==> src/rtl/fwd_hazard_unit_pkg.sv <==
// ---------------------------------------------------------------------------
// fwd_hazard_unit_pkg
// Shared definitions for the forwarding / hazard unit:
//   - default datapath and register-address widths
//   - hazard FSM state encoding (also visible on the debug state_o port)
//   - MIPS opcode and funct constants used by the source-use decoder
// ---------------------------------------------------------------------------
package fwd_hazard_unit_pkg;

  localparam int XLEN_DEF  = 32;
  localparam int RADDR_DEF = 5;

  typedef enum logic [1:0] {
    S_RUN      = 2'd0,
    S_MEM_WAIT = 2'd1,
    S_FLUSH    = 2'd2
  } hazard_state_e;

  // Primary opcodes (ir[31:26])
  localparam logic [5:0] OP_RTYPE  = 6'h00;
  localparam logic [5:0] OP_REGIMM = 6'h01;
  localparam logic [5:0] OP_BEQ    = 6'h04;
  localparam logic [5:0] OP_BNE    = 6'h05;
  localparam logic [5:0] OP_BLEZ   = 6'h06;
  localparam logic [5:0] OP_BGTZ   = 6'h07;
  localparam logic [5:0] OP_ADDI   = 6'h08;
  localparam logic [5:0] OP_ADDIU  = 6'h09;
  localparam logic [5:0] OP_SLTI   = 6'h0A;
  localparam logic [5:0] OP_SLTIU  = 6'h0B;
  localparam logic [5:0] OP_ANDI   = 6'h0C;
  localparam logic [5:0] OP_ORI    = 6'h0D;
  localparam logic [5:0] OP_XORI   = 6'h0E;
  localparam logic [5:0] OP_LW     = 6'h23;
  localparam logic [5:0] OP_LBU    = 6'h24;
  localparam logic [5:0] OP_SW     = 6'h2B;

  // R-type function codes (ir[5:0])
  localparam logic [5:0] FN_SLL     = 6'h00;
  localparam logic [5:0] FN_SRL     = 6'h02;
  localparam logic [5:0] FN_SRA     = 6'h03;
  localparam logic [5:0] FN_SLLV    = 6'h04;
  localparam logic [5:0] FN_SRLV    = 6'h06;
  localparam logic [5:0] FN_SRAV    = 6'h07;
  localparam logic [5:0] FN_JR      = 6'h08;
  localparam logic [5:0] FN_SYSCALL = 6'h0C;
  localparam logic [5:0] FN_ADD     = 6'h20;
  localparam logic [5:0] FN_ADDU    = 6'h21;
  localparam logic [5:0] FN_SUB     = 6'h22;
  localparam logic [5:0] FN_SUBU    = 6'h23;
  localparam logic [5:0] FN_AND     = 6'h24;
  localparam logic [5:0] FN_OR      = 6'h25;
  localparam logic [5:0] FN_XOR     = 6'h26;
  localparam logic [5:0] FN_NOR     = 6'h27;
  localparam logic [5:0] FN_SLT     = 6'h2A;
  localparam logic [5:0] FN_SLTU    = 6'h2B;

endpackage

==> src/rtl/fwd_hazard_unit_reg_use_decode.sv <==
// ---------------------------------------------------------------------------
// reg_use_decode
// Tells whether an instruction actually reads its rs and/or rt field, so
// that don't-care register fields never cause a forward or a stall.
// Ports:
//   ir_i     - 32-bit instruction word
//   useRs_o  - instruction reads rs
//   useRt_o  - instruction reads rt
// ---------------------------------------------------------------------------
module reg_use_decode
  import fwd_hazard_unit_pkg::*;
(
  input  logic [31:0] ir_i,
  output logic        useRs_o,
  output logic        useRt_o
);

  logic [5:0] opcode;
  logic [5:0] funct;
  logic       unusedIrBits;

  assign opcode       = ir_i[31:26];
  assign funct        = ir_i[5:0];
  assign unusedIrBits = ^ir_i[25:6];

  // Constant-shift R-types only read rt; lui, j and jal read nothing.
  // All REGIMM branches (bgez/bltz) compare rs against zero.
  always_comb begin
    useRs_o = 1'b0;
    useRt_o = 1'b0;
    case (opcode)
      OP_RTYPE: begin
        case (funct)
          FN_ADD, FN_ADDU, FN_SUB, FN_SUBU, FN_AND, FN_OR, FN_XOR, FN_NOR,
          FN_SLT, FN_SLTU, FN_SLLV, FN_SRLV, FN_SRAV, FN_SYSCALL: begin
            useRs_o = 1'b1;
            useRt_o = 1'b1;
          end
          FN_SLL, FN_SRL, FN_SRA: useRt_o = 1'b1;
          FN_JR:                  useRs_o = 1'b1;
          default: ;
        endcase
      end
      OP_ADDI, OP_ADDIU, OP_SLTI, OP_SLTIU, OP_ANDI, OP_ORI, OP_XORI,
      OP_LW, OP_LBU, OP_REGIMM, OP_BLEZ, OP_BGTZ: useRs_o = 1'b1;
      OP_BEQ, OP_BNE, OP_SW: begin
        useRs_o = 1'b1;
        useRt_o = 1'b1;
      end
      default: ;
    endcase
  end

endmodule

==> src/rtl/fwd_hazard_unit.sv <==
// ---------------------------------------------------------------------------
// fwd_hazard_unit
// Operand forwarding plus pipeline hazard control for a 5-stage MIPS core.
//   - ex_r1/ex_r2: combinational forward, MEM ALU result beats WB data
//   - load-use: one bubble (hold PC and IF/ID, flush ID/EX)
//   - data-memory wait: MEM_WAIT state holds PC, IF/ID, ID/EX, EX/MEM
//   - taken branch: flush IF/ID and ID/EX, then one FLUSH cycle
// Ports:
//   clk, rst_n                  clock, async active-low reset
//   id_ir/ex_ir, *_ra/*_rb      ID/EX instructions and source registers
//   *_rw, *_regwrite, *_memread destination/write/load flags per stage
//   ex_r*_ori, mem_alu, wb_din  candidate operand values
//   mem_ready, branch_taken     memory completion, branch resolution
//   ex_r1, ex_r2                forwarded operands
//   *_stall, *_flush            pipeline register control
//   state_o                     FSM state (debug)
// Optional build macro HAZARD_STATS_EN adds saturating counters
//   stall_cycles (cycles with pc_stall) and flush_count (accepted branches).
// ---------------------------------------------------------------------------
module fwd_hazard_unit
  import fwd_hazard_unit_pkg::*;
#(
  parameter int XLEN  = XLEN_DEF,
  parameter int RADDR = RADDR_DEF,
  parameter int CNT_W = 16
) (
  input  logic             clk,
  input  logic             rst_n,
  input  logic [31:0]      id_ir,
  input  logic [31:0]      ex_ir,
  input  logic [RADDR-1:0] id_ra,
  input  logic [RADDR-1:0] id_rb,
  input  logic [RADDR-1:0] ex_ra,
  input  logic [RADDR-1:0] ex_rb,
  input  logic [RADDR-1:0] ex_rw,
  input  logic [RADDR-1:0] mem_rw,
  input  logic [RADDR-1:0] wb_rw,
  input  logic             ex_regwrite,
  input  logic             mem_regwrite,
  input  logic             wb_regwrite,
  input  logic             ex_memread,
  input  logic             mem_memread,
  input  logic [XLEN-1:0]  ex_r1_ori,
  input  logic [XLEN-1:0]  ex_r2_ori,
  input  logic [XLEN-1:0]  mem_alu,
  input  logic [XLEN-1:0]  wb_din,
  input  logic             mem_ready,
  input  logic             branch_taken,
  output logic [XLEN-1:0]  ex_r1,
  output logic [XLEN-1:0]  ex_r2,
  output logic             pc_stall,
  output logic             ifid_stall,
  output logic             idex_stall,
  output logic             exmem_stall,
  output logic             ifid_flush,
  output logic             idex_flush,
  output logic [1:0]       state_o
`ifdef HAZARD_STATS_EN
  ,
  output logic [CNT_W-1:0] stall_cycles,
  output logic [CNT_W-1:0] flush_count
`endif
);

  logic          idUseRs, idUseRt, exUseRs, exUseRt;
  logic          loadUse, memWait, branchReq, branchAccept;
  logic          pcStall, ifidStall, idexStall, exmemStall, ifidFlush, idexFlush;
  logic          pendBranch_q, pendBranch_d;
  hazard_state_e state_q, state_d;

  reg_use_decode uIdDec (.ir_i(id_ir), .useRs_o(idUseRs), .useRt_o(idUseRt));
  reg_use_decode uExDec (.ir_i(ex_ir), .useRs_o(exUseRs), .useRt_o(exUseRt));

  // A load result is not in mem_alu, so a load in MEM never forwards from MEM.
  function automatic logic [XLEN-1:0] fwdSel(input logic used,
                                             input logic [RADDR-1:0] src,
                                             input logic [XLEN-1:0] ori);
    logic live;
    live = used && (src != '0);
    if (live && mem_regwrite && !mem_memread && (src == mem_rw)) return mem_alu;
    if (live && wb_regwrite && (src == wb_rw))                    return wb_din;
    return ori;
  endfunction

  assign ex_r1 = fwdSel(exUseRs, ex_ra, ex_r1_ori);
  assign ex_r2 = fwdSel(exUseRt, ex_rb, ex_r2_ori);

  assign loadUse = ex_memread && ex_regwrite && (ex_rw != '0) &&
                   ((idUseRs && (id_ra == ex_rw)) || (idUseRt && (id_rb == ex_rw)));
  assign memWait   = mem_memread && !mem_ready;
  assign branchReq = branch_taken || pendBranch_q;

  // State register and the deferred-branch flag; reset abandons any wait
  // or flush in progress and forgets a branch seen during a memory wait.
  always_ff @(posedge clk or negedge rst_n) begin
    if (!rst_n) begin
      state_q      <= S_RUN;
      pendBranch_q <= 1'b0;
    end else begin
      state_q      <= state_d;
      pendBranch_q <= pendBranch_d;
    end
  end

  // Next state and control outputs. A memory wait starting in RUN wins over
  // a branch, which is then remembered and taken in the first RUN cycle
  // after the wait ends, exactly like a fresh branch_taken.
  always_comb begin
    state_d      = state_q;
    pendBranch_d = pendBranch_q;
    branchAccept = 1'b0;
    pcStall      = 1'b0;
    ifidStall    = 1'b0;
    idexStall    = 1'b0;
    exmemStall   = 1'b0;
    ifidFlush    = 1'b0;
    idexFlush    = 1'b0;
    case (state_q)
      S_RUN: begin
        if (memWait) begin
          state_d      = S_MEM_WAIT;
          pendBranch_d = pendBranch_q || branch_taken;
        end else if (branchReq) begin
          ifidFlush    = 1'b1;
          idexFlush    = 1'b1;
          branchAccept = 1'b1;
          pendBranch_d = 1'b0;
          state_d      = S_FLUSH;
        end else if (loadUse) begin
          pcStall   = 1'b1;
          ifidStall = 1'b1;
          idexFlush = 1'b1;
        end
      end
      S_MEM_WAIT: begin
        pcStall      = 1'b1;
        ifidStall    = 1'b1;
        idexStall    = 1'b1;
        exmemStall   = 1'b1;
        pendBranch_d = pendBranch_q || branch_taken;
        if (mem_ready) state_d = S_RUN;
      end
      S_FLUSH: begin
        idexFlush = 1'b1;
        state_d   = S_RUN;
      end
      default: state_d = S_RUN;
    endcase
  end

  // Controls are forced low while reset is held, independent of inputs.
  assign pc_stall    = rst_n && pcStall;
  assign ifid_stall  = rst_n && ifidStall;
  assign idex_stall  = rst_n && idexStall;
  assign exmem_stall = rst_n && exmemStall;
  assign ifid_flush  = rst_n && ifidFlush;
  assign idex_flush  = rst_n && idexFlush;
  assign state_o     = state_q;

`ifdef HAZARD_STATS_EN
  logic [CNT_W-1:0] stallCycles_q, flushCount_q;

  // Saturating statistics counters.
  always_ff @(posedge clk or negedge rst_n) begin
    if (!rst_n) begin
      stallCycles_q <= '0;
      flushCount_q  <= '0;
    end else begin
      if (pcStall && (stallCycles_q != '1)) stallCycles_q <= stallCycles_q + CNT_W'(1);
      if (branchAccept && (flushCount_q != '1)) flushCount_q <= flushCount_q + CNT_W'(1);
    end
  end

  assign stall_cycles = stallCycles_q;
  assign flush_count  = flushCount_q;
`else
  localparam int unusedCntW = CNT_W;
`endif

endmodule

==> config.mk <==
export PLATFORM = sky130hd
export DESIGN_NAME = fwd_hazard_unit
export DESIGN_NICKNAME = d
export VERILOG_FILES = /design/src/rtl/fwd_hazard_unit_pkg.sv /design/src/rtl/fwd_hazard_unit_reg_use_decode.sv /design/src/rtl/fwd_hazard_unit.sv
export SDC_FILE = /design/constraint.sdc
export NUM_CORES = 1
export LEC_CHECK = 0
export CAP_MARGIN = 15
export CELL_PAD_IN_SITES_DETAIL_PLACEMENT = 1
export CELL_PAD_IN_SITES_GLOBAL_PLACEMENT = 1
export CORE_AREA = 2 2 124 126
export DETAILED_ROUTE_END_ITERATION = 6
export DIE_AREA = 0 0 126 128
export PLACE_DENSITY = 0.8
export SLEW_MARGIN = 0
export SYNTH_ARGS = -nofsm -noshare
export SYNTH_HDL_FRONTEND = slang
export SYNTH_SLANG_ARGS = --single-unit
==> constraint.sdc <==
create_clock -name clk -period 3.4 [get_ports clk]
set_clock_uncertainty 0.1 [all_clocks]
set_input_delay 0.85 -clock clk [delete_from_list [all_inputs] [get_ports clk]]
set_output_delay 0.85 -clock clk [all_outputs]
set_load 0.005 [all_outputs]
==> results of run 1 <==
==> cells in the final DEF (no fill, tap or decap), drive strengths merged, types with 2 or more instances in the layout <==
cell type,synthesis,final
a211oi,3,3
a21boi,2,2
a21oi,6,6
a22oi,2,2
a2bb2oi,32,32
a31oi,2,2
and4b,2,2
buf,13,185
clkbuf,11,10
clkdlybuf4s15,0,6
clkdlybuf4s50,0,153
dfrtp,3,3
dlygate4sd2,0,9
dlymetal6s2s,0,6
inv,6,6
mux2i,2,2
nand2,3,3
nand2b,4,4
nand3,7,7
nor2,10,10
nor2b,2,2
nor3,9,9
nor3b,3,3
nor4,6,6
nor4b,2,2
o21ai,6,6
o22a,64,64
o22ai,32,32
or4,2,2
xnor2,8,8
xor2,22,22
==> metal layers <==
metal / vias to the layer above / global-route usage / routed length [um]
met1: 1982 / 0.203 / 6350
met2: 234 / 0.408 / 10100
li1: 1862 / - / -
met4: 0 / 0.0692 / 609
met5: - / 0 / 0
met3: 44 / 0.0351 / 1150
==> flip-flops by register name (all words and copies together), names as in the netlist <==
signal / count
pendBranch_q: 1
state_o: 2
==> stage by stage <==
step	cell area [um^2]	std cells	power [mW]	setup WS [ps]	utilization
6_report	6270	812	0.908	-323	0.422
5_1_grt	6270	811	0.955	-372	0.422
4_1_cts	6100	802	0.879	-312	0.410
3_5_place_dp	5530	759	0.673	-983	0.372
3_3_place_gp	5530	759	0.651	-932	0.372
2_1_floorplan	2330	280	0.221	130	-
==> layout make-up <==
class                   count  area, um^2
clock buffers               4        78.8
flip-flops and latches      3        75.1
repair buffers            365        3510
fillers                  1714        8590
diodes                      1        2.50
well taps                 188         235
multi-input cells         245        2340
inverters                   6        22.5
==> critical path, stage by stage <==
cell	delay [ps]
buf_8	100
or4_4	540
nor2_4	130
nor3_2	70
a22oi_2	280
a21oi_4	70
buf_12	150
buf_16	130
buf_8	130
o22a_1	190
buf_2	120
==> kinds of logic (layout without fill, tap and decap cells) <==
family / after synthesis / after routing / synth area share
multiplexers: 2 / 2 / 0.00858
other: 0 / 1 / 0
flip-flops: 3 / 3 / 0.0322
AO/OA/AOI/OAI: 156 / 156 / 0.619
XOR/XNOR: 30 / 30 / 0.113
AND/OR/NAND/NOR: 57 / 57 / 0.151
buffers and inverters: 32 / 375 / 0.0772
==> power by group through the flow <==
stage | Sequential, mW | Combinational [mW] | Clock, mW
after floorplan | 0.0503 | 0.171 | 0
after global placement | 0.0514 | 0.600 | 0
after detailed placement | 0.0523 | 0.621 | 0
after CTS | 0.0527 | 0.638 | 0.189
after global routing | 0.0544 | 0.705 | 0.195
final | 0.0530 | 0.667 | 0.188
==> worst max path at each step <==
| stage | endpoint | from | cells past startpoint |
|---|---|---|---|
| floorplan | ex_r2[10] | ex_ir[1] | 7 |
| global placement | ex_r1[31] | ex_ra[4] | 9 |
| detailed placement | ex_r1[31] | ex_ra[2] | 9 |
| CTS | ex_r1[14] | ex_ra[4] | 11 |
| global route | ex_r1[15] | ex_ra[4] | 11 |
| finish | ex_r1[15] | ex_ra[4] | 11 |
==> repair_timing <==
item / CTS / global route
buffers inserted: 31 / 13
gates resized for setup: 478 / 42
gates cloned: 9 / 3
endpoints found under the hold margin: 0 / 0
pin swaps: 70 / 40
setup endpoints to repair: 68 / 67
==> summary by stage, run 1 <==
Synth
The sequential cell area fraction in the yosys report is 0.0322. The mean cell area of the mapped netlist is 8.33 um^2. After synthesis, the most frequently instantiated cells are o22a_1 (64), o22ai_1 (32), a2bb2oi_2 (30).

The most common flop cell mapped by yosys is dfrtp_1. Of the post-synthesis cell area, the dominant cell type holds 0.240. The synthesized netlist occupies a cell area of approximately 2300 um^2. The number of nets in the synthesized netlist is between 500 and 600. By area the synthesized netlist is led by o22a_1 (24%), a2bb2oi_2 (19%), o22ai_1 (8.6%). The most frequent cell after synthesis is o22a_1.

The largest area contributor in the synthesized netlist is o22a_1. The synthesis warning total is 0. In this run, synthesis produced a sequential element count of 3. Synthesis instantiated between 50 and 60 different standard cells from the library. The count of flip-flops with a built-in enable after synthesis is 0. In the synthesized netlist, the number of instances is 280.

The proportion of synthesized flip-flops having asynchronous set or reset is 1.00.

Timing
Setup total negative slack on the finished layout was measured at -13770 ps. The worst-case setup margin in the final layout is -323 ps. The max-slew violation total from the final report is 0. The slew at the pin closest to its max-slew limit is 406 ps.

The final period utilization is 1.09. Measured against its own limit, the worst slew margin works out to 0.729. After layout, the minimum clock period comes to around 3700 ps.

Setup violations remaining at the end of the flow were counted as 64. The number of failing hold endpoints at the final stage is 0. The worst hold slack after final layout is between 400 and 500 ps. Timing would allow up to approximately 270 MHz.

Setup repair after global routing could not meet its margin everywhere.

Drt
Summed over all layers, the routed wires come to roughly 18 mm. The routed layout has between 4000 and 5000 vias. The average vias per placed instance is 5.08.

The number of antenna-violating nets in the routed design is 0. The number of DRC violations after detailed routing is 0. Dividing the detail-routed wire length by the instance count gives 22.4 um. The pre-antenna-repair detailed-routing pass consisted of 4 iterations. The violation count after the first detailed-route iteration is between 100 and 150.

Critical path
The startpoint-to-endpoint class of the critical path is primary input to primary output. The terminus of the critical flop-to-flop path is state_o[1]. The worst setup path is launched from a primary input. The critical-path maximum fanout is 5. The startpoint of the most critical register-to-register path is state_o[1]. The required time of the worst setup path is roughly 2500 ps. The critical path endpoint category is a primary output. The path depth of the worst reg2reg path is 5. The critical path data arrival time is 2770 ps. The worst register-to-register path has a setup slack of roughly 2100 ps.

GRT
The initial antenna violation count is 0. The number of global-route vias before repair was between 4000 and 5000. The wire length of the first global-routing pass is ~26 mm. Summed over all layers, the global routing overflow is 0. Entering global routing, the biggest net connects 33 pins. The global-route usage over all layers is 0.201.

Power
The reported leakage power is about 2.5 nW. The proportion of total power due to net switching is 0.321. The part of the total power dissipated in sequential elements is 0.058. IR analysis of the VDD net gives a maximum drop of just under 0.3 mV. The share of total power dissipated in the clock network is 0.207. The reported net switching power is ~0.29 mW. The share of total power dissipated in combinational logic is 0.735. The internal portion of total power is a little over 0.6 mW. For this design the ratio of total power to cell area is between 100 and 150 nW/um^2.

Clock network
The number of CTS-inserted buffers is 3. The CTS tree is built. The clock reaches the later pin of the worst-skew pair after between 200 and 250 ps.

CTS built an H-tree with a depth of 1. The root buffer selected by CTS is clkbuf_16. CTS saw 3 sinks. The maximum buffer depth of the clock tree is 2. In this run, post-CTS hold repair placed 0 buffers. The clock transition at the registers of the reported paths is 30 ps.

Run
The max-cap check violation count is 0.

Floorplanning
The initial utilization of the core area, before any placement, comes to 0.157. The top-level port count is 308. The floorplan step defined a die boundary enclosing 16100 um^2. The area of the core is between 10000 and 15000 um^2. The y dimension of the die is 128 um. The die is about 130 um wide. The floorplan row count is 45.

Final layout
The fraction of layout cells with a size suffix above 1 is 0.443. The layout-stage area growth over the synthesis result is 169%. The net count of the finished layout is between 800 and 900.

Status
The checks that failed: setup timing. The run finished, with violations left.

Placed design
Detailed placement finished with a half-perimeter wire length of around 12 mm. The number of port buffers is between 200 and 300. The placer congestion estimate is around 0.8.

Min path
The hold path startpoint is pendBranch_q. The min-delay analysis places its worst path in the category register to register. The number of instances on the worst hold path is 2. For hold timing, the worst endpoint is pendBranch_q.
Power figures use the tool's default switching activity.
==> inputs of run 2 (changes only) <==
--- a/config.mk
+++ b/config.mk
@@ -11,7 +11,7 @@
 export CORE_AREA = 2 2 124 126
 export DETAILED_ROUTE_END_ITERATION = 6
 export DIE_AREA = 0 0 126 128
-export PLACE_DENSITY = 0.8
+export PLACE_DENSITY = 0.81
 export SLEW_MARGIN = 0
 export SYNTH_ARGS = -nofsm -noshare
 export SYNTH_HDL_FRONTEND = slang
==> run 2 against run 1 <==
Effect of this change:
- the run still ends with setup timing left
- cell count up 0.37%
- final area grew 2.4%
- power fell by 0.91%
- count of clock-buffer cells in the layout did not move
- sequential cell count unchanged
- critical path depth did not move
- worst setup slack got worse by 14 ps
- maximum frequency down 0.37%
- die area unchanged
- critical path type unchanged
==> summary by stage, run 2 (synthesis results as in run 1) <==
GRT
The number of global-route vias before repair is about 4700. The first global-routing pass estimated between 20 and 30 mm of wire. Entering global routing, the biggest net connects 33 pins. The global-route usage over all layers is 0.221. The initial antenna violation count is 0. The global route total overflow is 0.

Floorplanning
In this run the count of I/O pins placed on the die edge is around 310. The die covers approximately 16000 um^2. The horizontal extent of the die is between 100 and 150 um. Measured along the y axis, the die boundary spans ~130 um. The floorplan has 45 rows. The area of the core is approximately 15000 um^2. The initial utilization of the core area, before any placement, comes to 0.157.

Final layout
The leading cell type in the layout, fill and taps excluded is clkdlybuf4s50_1. The number of antenna diodes in the final layout is 0. The fraction of layout cells with a size suffix above 1 is 0.472. At the end of the flow, the number of nets in the layout was between 800 and 900. The library cells used most frequently in the layout, excluding fill and tap cells, are clkdlybuf4s50_1 (149), buf_2 (82), o22a_1 (63), buf_4 (48). Once layout is complete, the utilization of the core stands at 0.432.

The layout-stage area growth over the synthesis result is 175%. The register with the most flip-flops in the layout has 2 of them. The area of all placed cells without fillers is 6420 um^2.

Timing
The total negative slack is -13030 ps. The worst path in the final design needs a cycle of roughly 3700 ps, including I/O delays and setup. After layout, the worst setup slack is -337 ps. The max-slew violation total from the final report came to 0.

Dividing the final minimum period by the clock period gives 1.10. Setup repair after global routing could not meet its margin everywhere. For the pin with the worst max-slew slack, the measured transition is 422 ps. The headroom to the max-slew limit is 0.719. The top achievable clock speed is 268 MHz.

The final setup violation count is 64. The number of failing hold endpoints at the final stage is 0.

Clock network
The clock latency reported for the late side of the worst-skew pair is around 230 ps. The depth of the CTS H-tree is 1. The root buffer cell chosen for the clock tree is clkbuf_16.

The CTS tree is built. The maximum buffer depth of the clock tree is 2. The number of CTS-inserted buffers is 3. The clock transition at the registers of the reported paths is 30 ps. The number of hold buffers added after CTS was 0. The total number of clock tree sinks is 3.

Critical path
The startpoint-to-endpoint class of the critical path is primary input to primary output. The critical-path maximum fanout is 7. The critical path data arrival time is about 2800 ps. Traced cell by cell, the critical path runs through buf_8 -> or4_4 -> nor2_4 -> nor3_2 -> a22oi_2 -> buf_4 -> a21oi_4 -> buf_16 -> buf_12 -> o22a_1 -> buf_2. The critical path endpoint category is a primary output. The largest single stage delay on the critical path is roughly 540 ps. The startpoint type of the worst setup path is a primary input. Among all stages on the critical path, the largest delay is contributed by or4_4.

The required time of the worst setup path is roughly 2500 ps.

Drt
The detail route stage leaves a number of antenna-violating nets equal to 0. After detailed routing, the number of remaining DRC violations is 0. The per-cell routed wire length is 23.6 um.

The count of vias placed by the detailed router is 4084. Before antenna repair, the detailed router went through 4 iterations. The violation count after the first detailed-route iteration is roughly 160. The average vias per placed instance is 5.01. Wires add up to 19.2 mm.

Power
The total power density per cell area is 140 nW/um^2. VDD sags by at most 0.218 mV. The reported leakage power is around 2.6 nW. After layout, the design draws a total of around 0.9 mW.

Status
The checks that failed: setup timing. The run finished, with violations left.

Run
The max-cap check violation count is 0.

Placed design
Routability-driven placement finished with a final weighted congestion of a little over 0.8. Summing all placed instances gives a cell area of around 5400 um^2. The number of port buffers is between 200 and 300. The half-perimeter wire length after detailed placement is between 10 and 15 mm. At the placement stage, the worst setup path has a slack of -1340 ps.

Min path
The path type of the worst min-delay path is register to register.
==> run 2: final timing paths <==
path                         startpoint           end  slack [ps]  cells after the start
setup / recovery               ex_ra[1]     ex_r1[25]        -340                     11
hold / removal             pendBranch_q  pendBranch_q         440                      2
setup reg to reg             state_o[1]  pendBranch_q        2070                      5
hold reg to reg            pendBranch_q  pendBranch_q         440                      2
max in group asynchronous         rst_n    state_o[1]        2190                      2
min in group asynchronous         rst_n    state_o[0]         910                      2
==> run 2: critical path, delay by kind of cell <==
kind                   cells  cell delay (ps)
AOI/OAI and AO/OA          3              500
buffers and inverters      5              710
and+or+nand+nor            3              740
==> run 2: per-layer routing <==
layer | wire [um] | part of all wire | global-route usage | up-vias
li1 | - | - | - | 1862
met1 | 6810 | 0.35 | 0.227 | 1972
met2 | 10700 | 0.56 | 0.450 | 209
met3 | 1110 | 0.057 | 0.0367 | 41
met4 | 580 | 0.030 | 0.0685 | 0
met5 | 0 | 0 | 0 | -
==> run 2: final cells by class <==
| type | instances | area (um^2) |
|---|---|---|
| sequential | 3 | 75.1 |
| inverter | 6 | 22.5 |
| timing repair buffer | 368 | 3520 |
| clock buffer | 4 | 78.8 |
| tap | 188 | 235 |
| multi-input combinational | 246 | 2490 |
| fill | 1692 | 8450 |
==> run 2: timing repair <==
action / 4_1_cts / 5_1_grt
gates cloned: 12 / 1
resized for setup: 503 / 38
endpoints found under the hold margin: 0 / 0
setup buffers: 44 / 5
setup endpoints to repair: 68 / 68
pin swaps: 75 / 25
==> run 2: where the power goes <==
group | internal [mW] | switching, mW | leakage [nW]
combinational | 0.399 | 0.255 | 2.53
sequential | 0.0438 | 0.0102 | 0.0383
clock | 0.155 | 0.0369 | 0.0382
==> run 2: metrics by stage <==
| step | hold WS, ps | std cells |
|---|---|---|
| CTS | 412 | 810 |
| global route | 511 | 815 |
| finish | 440 | 815 |
| detailed placement | 403 | 750 |
| global placement | 379 | 750 |
| floorplan | 363 | 280 |
